## src/rtl/base_address_wr.sv

```systemverilog
// Streams NUM_WORDS words into a BRAM mailbox from START_ADDR, then posts
// FLAG_VALUE at FLAG_ADDR and holds Transfer_Done until the next start.
module base_address_wr #(
    parameter logic [31:0] START_ADDR = 32'h4580_0000,
    parameter int unsigned NUM_WORDS  = 4,
    parameter logic [31:0] FLAG_ADDR  = 32'h4580_0FFC,
    parameter logic [31:0] FLAG_VALUE = 32'h0000_0001
) (
    input  logic        clk,
    input  logic        rst,
    input  logic        start,
    input  logic [31:0] wr_data,
    input  logic        wr_valid,
    output logic        wr_ready,
    output logic        ram_clk,
    output logic        ram_rst,
    output logic [31:0] ram_addr,
    output logic        ram_en,
    output logic [3:0]  ram_we,
    output logic [31:0] ram_wd_data,
    input  logic [31:0] ram_rd_data,
    output logic        Transfer_Done
);

    localparam int unsigned IDX_W    = 8;
    localparam int unsigned ADDR_W   = 32;
    localparam logic [IDX_W-1:0] LAST_IDX = IDX_W'(NUM_WORDS - 1);

    typedef enum logic [2:0] {
        IDLE  = 3'd0,
        WRITE = 3'd1,
        FLAG  = 3'd2,
        FIN   = 3'd3,
        DONE  = 3'd4
    } state_t;

    state_t             state_q, state_d;
    logic [IDX_W-1:0]   idx_q, idx_d;
    logic [ADDR_W-1:0]  addr_q, addr_d;
    logic [31:0]        wdata_q, wdata_d;
    logic               en_q, en_d;
    logic [3:0]         we_q, we_d;
    logic               done_q, done_d;
    logic               beat_c;
    logic               unused_rd_c;

    assign ram_clk     = clk;
    assign ram_rst     = 1'b0;
    assign unused_rd_c = ^ram_rd_data;

    assign wr_ready = (state_q == WRITE);
    assign beat_c   = wr_ready && wr_valid;

    // State and registered BRAM bus.
    always_ff @(posedge clk or posedge rst) begin
        if (rst) begin
            state_q <= IDLE;
            idx_q   <= '0;
            addr_q  <= '0;
            wdata_q <= '0;
            en_q    <= 1'b0;
            we_q    <= 4'h0;
            done_q  <= 1'b0;
        end else begin
            state_q <= state_d;
            idx_q   <= idx_d;
            addr_q  <= addr_d;
            wdata_q <= wdata_d;
            en_q    <= en_d;
            we_q    <= we_d;
            done_q  <= done_d;
        end
    end

    // Next state; the bus strobes default low so idle cycles never write.
    always_comb begin
        state_d = state_q;
        idx_d   = idx_q;
        addr_d  = addr_q;
        wdata_d = wdata_q;
        en_d    = 1'b0;
        we_d    = 4'h0;
        done_d  = done_q;

        unique case (state_q)
            IDLE: begin
                if (start) begin
                    idx_d   = '0;
                    state_d = WRITE;
                end
            end
            WRITE: begin
                if (beat_c) begin
                    addr_d  = START_ADDR + {22'b0, idx_q, 2'b00};
                    wdata_d = wr_data;
                    en_d    = 1'b1;
                    we_d    = 4'hF;
                    idx_d   = idx_q + IDX_W'(1);
                    if (idx_q == LAST_IDX) begin
                        state_d = FLAG;
                    end
                end
            end
            FLAG: begin
                addr_d  = FLAG_ADDR;
                wdata_d = FLAG_VALUE;
                en_d    = 1'b1;
                we_d    = 4'hF;
                state_d = FIN;
            end
            FIN: begin
                done_d  = 1'b1;
                state_d = DONE;
            end
            DONE: begin
                if (start) begin
                    done_d  = 1'b0;
                    idx_d   = '0;
                    state_d = WRITE;
                end
            end
            default: begin
                state_d = IDLE;
            end
        endcase
    end

    assign ram_addr      = addr_q;
    assign ram_wd_data   = wdata_q;
    assign ram_en        = en_q;
    assign ram_we        = we_q;
    assign Transfer_Done = done_q;

endmodule
```

## config.mk

```make
export PLATFORM = sky130hd
export DESIGN_NAME = base_address_wr
export DESIGN_NICKNAME = d
export VERILOG_FILES = /design/src/rtl/base_address_wr.sv
export SDC_FILE = /design/constraint.sdc
export NUM_CORES = 1
export LEC_CHECK = 0
export BUFFER_PORTS_ARGS = -buffer_cell sky130_fd_sc_hd__buf_2
export CAP_MARGIN = 40
export CORE_UTILIZATION = 39
export DETAILED_ROUTE_END_ITERATION = 7
export GPL_TIMING_DRIVEN = 1
export PLACE_DENSITY = 0.72
export SETUP_SLACK_MARGIN = 0.4
export SYNTH_ARGS = -nofsm -noshare
export SYNTH_HDL_FRONTEND = slang
export SYNTH_SLANG_ARGS = --single-unit
```

## constraint.sdc

```tcl
create_clock -name clk -period 1.9 [get_ports clk]
set_input_delay 0.19 -clock clk [delete_from_list [all_inputs] [get_ports clk]]
set_output_delay 0.19 -clock clk [all_outputs]
set_load 0.05 [all_outputs]
```

==> results.toml <==
[synth]
synthSimpleGateAreaFrac = 0.0968
synthFlopType = "dfrtp_1"
synth_area_leader_cell = "dfrtp_1"
synthMuxAreaShare = 0.00405
yosys.area.top_type_share = 0.557
seq_area_frac_synth = 0.557
synth_area_leaders = "dfrtp_1 56%, a22o_1 9.6%, buf_4 8.5%"
synth_top_family_by_area = "compound AO/OA/AOI/OAI gates"
synth_compound_area_frac = 0.212
synth-xor-area-share = 0
synth-edff-count = 0
synth-adder-area-share = 0.00507
async_flop_share = 1.00
ys_ff_latch = 55
syn_area_mm2 = 0.00247
syn_area_per_cell_um2 = 11.6
netlist_instances = 213
ys_warn_count = 0
synth_cell_types = 44

[drt]
drc_errors = 0
dr.pass1.iters = 4
routed_via_density = 5.01
vias = 2081
wl_mm = 6.15
drtIter0Drc = 110
ant_nets = 0
wire_per_inst_um = 14.8

[sta]
tns_ns = 0
setup_viol = 0
slew_viol_final = 0
slew_headroom = 0.651
rsz0062_at_grt = "true"
tightest_slew_ns = 0.522
finalCriticalPeriod_ns = 1.50
finalHoldViolCount = 0
timing.fmax_ghz = 0.673
period_share = 0.790
skew_ns = 0.00832

[die]
rows = 28
die_y_um = 81.6
fp.dieW_um = 81.6
dieArea_mm2 = 0.00666
initial_core_util = 0.410
io_pins = 141
core_mm2 = 0.00603

[global_routing]
grt_max_degree = 33
antenna_found_initial = 0
grt_usage = 0.191
grt_pass1_vias = 1959
grt_pass1_wl_mm = 9.38
grt_overflow = 0

[final_layout]
design_area_mm2 = 0.00352
layout_common_cells = "87 x buf_2, 49 x dfrtp_1, 31 x dlygate4sd3_1"
area_growth_pct = 42.5
nFillCells = 502
final_common_cell = "buf_2"
drive_gt1_frac = 0.412
diodes = 0
fin_nets = 408
final_cell_count_no_fill = 415

[worst_setup_path]
cp_max_fo = 2
r2r_cells = 5
r2r_start = "state_q[0]"
start_kind = "clock port"
r2r_slack_ns = 0.42
cp_data_arrival_time_ns = 1.31
r2r-end = "ram_wd_data[30]"
startpoint = "clk"
crit_required_ns = 1.71
cp-endpoint = "ram_clk"
critPathKind = "clock port to output port"
crit_path_end_kind = "output port"

[power_and_ir_drop]
p_per_area_mw_per_mm2 = 1650
peakVddDrop_mv = 1.46
seq_power_share = 0.320
leakage_uw = 0.00178
comb_power_share = 0.503
pwr-share-clk = 0.177
switching_share = 0.501
power.switching_uw = 2920
p_int_uw = 2910

[hold_path]
hp-class = "input pin to register"
min_from = "wr_data[26]"

[cts]
clk_pin_slew_worst_paths_ns = 0.10
cts_tree = "yes"
clk_latency_ns = 0.42

[placed_design]
gp_routability_congestion = 0.848
dp_hpwl_mm = 3.52
io_buffers = 89
dpl_cell_area_mm2 = 0.00288
place_inst = 359

[job]
drv_cap = 0

[status]
outcome = "finished, final reports clean"
## power groups by stage
stage | sequential [uW] | clock (uW) | combinational (uW)
2_1_floorplan | 3070 | 113 | 934
3_3_place_gp | 1890 | 100 | 2650
3_5_place_dp | 1880 | 100 | 2680
4_1_cts | 1870 | 1010 | 2780
5_1_grt | 1920 | 1110 | 3080
6_report | 1870 | 1030 | 2930
## Yosys cell counts (2+ instances only)
master and count:
nand4_1 2, nor2_1 5, or2_2 2, a32o_1 2
nor3_1 3, o21ai_0 3, a2bb2oi_1 3, buf_2 11
nand2_1 13, nand3b_1 3, a21oi_1 9, inv_1 4
nand2b_1 3, a22o_1 27, nand3_1 4, o22a_1 7
a21o_1 2, nor2b_1 2, dfrtp_1 55, a31oi_1 2
buf_4 28
## logic make-up (layout without fill, tap and decap cells)
kind of cell	after synthesis	in the layout
AOI/OAI and AO/OA	65	65
adders and majority gates	1	1
other	1	19
and+or+nand+nor	43	43
DFF	55	55
muxes	1	1
buffers and inverters	47	156
## layer usage
metal  share of wire  global-route usage  up-vias
li1                -                   -      974
met1            0.44               0.248     1006
met2            0.47               0.284       94
met3           0.077              0.0678        7
met4           0.014              0.0912        0
met5               0                   0        -
## cell type report
cell class | instances | area [um^2] | share of cell area
clock inverters | 3 | 27.5 | 0.00782
flip-flops and latches | 55 | 1380 | 0.393
multi-input cells | 129 | 898 | 0.255
well taps | 75 | 93.8 | 0.0267
repair buffers | 139 | 967 | 0.275
clock buffers | 9 | 126 | 0.0359
inverters | 5 | 22.5 | 0.00640
## state kept, by name, indices dropped and copies added, names as in the netlist
| name | count |
|---|---|
| Transfer_Done | 1 |
| idx_q | 8 |
| ram_wd_data | 32 |
| ram_addr | 10 |
| ram_we | 1 |
| state_q | 3 |
## worst max-delay path, cell delays in order
cell and delay, ns:
clkbuf_8 0.11, buf_8 0.11, buf_8 0.14
## metrics by stage
step	hold WS, ns	total power (uW)	util	setup slack (ns)
finish	0.00914	5820	0.584	0.398
global route	0.0128	6110	0.584	0.353
CTS	0.00420	5660	0.564	0.359
detailed placement	0.254	4660	0.478	0.330
global placement	0.250	4640	0.478	0.332
floorplan	0.264	4120	-	0.454
## worst min path at each step
| stage | end | slack [ns] | cells after the start |
|---|---|---|---|
| floorplan | Transfer_Done | 0.26 | 1 |
| global placement | ram_wd_data[16] | 0.25 | 2 |
| detailed placement | ram_wd_data[16] | 0.25 | 2 |
| CTS | ram_wd_data[25] | 0.004 | 3 |
| global route | ram_wd_data[26] | 0.01 | 3 |
| finish | ram_wd_data[26] | 0.009 | 3 |
## timing repair
| action | 4_1_cts | 5_1_grt |
|---|---|---|
| gates resized for setup | 8 | 13 |
| gates cloned | 0 | 1 |
| pin swaps | 1 | 2 |
| endpoints found under the hold margin | 53 | 0 |
| buffers inserted | 6 | 7 |
| hold buffers | 31 | 0 |
| endpoints found under the setup margin | 27 | 41 |
(Power assumes the default switching activity.)
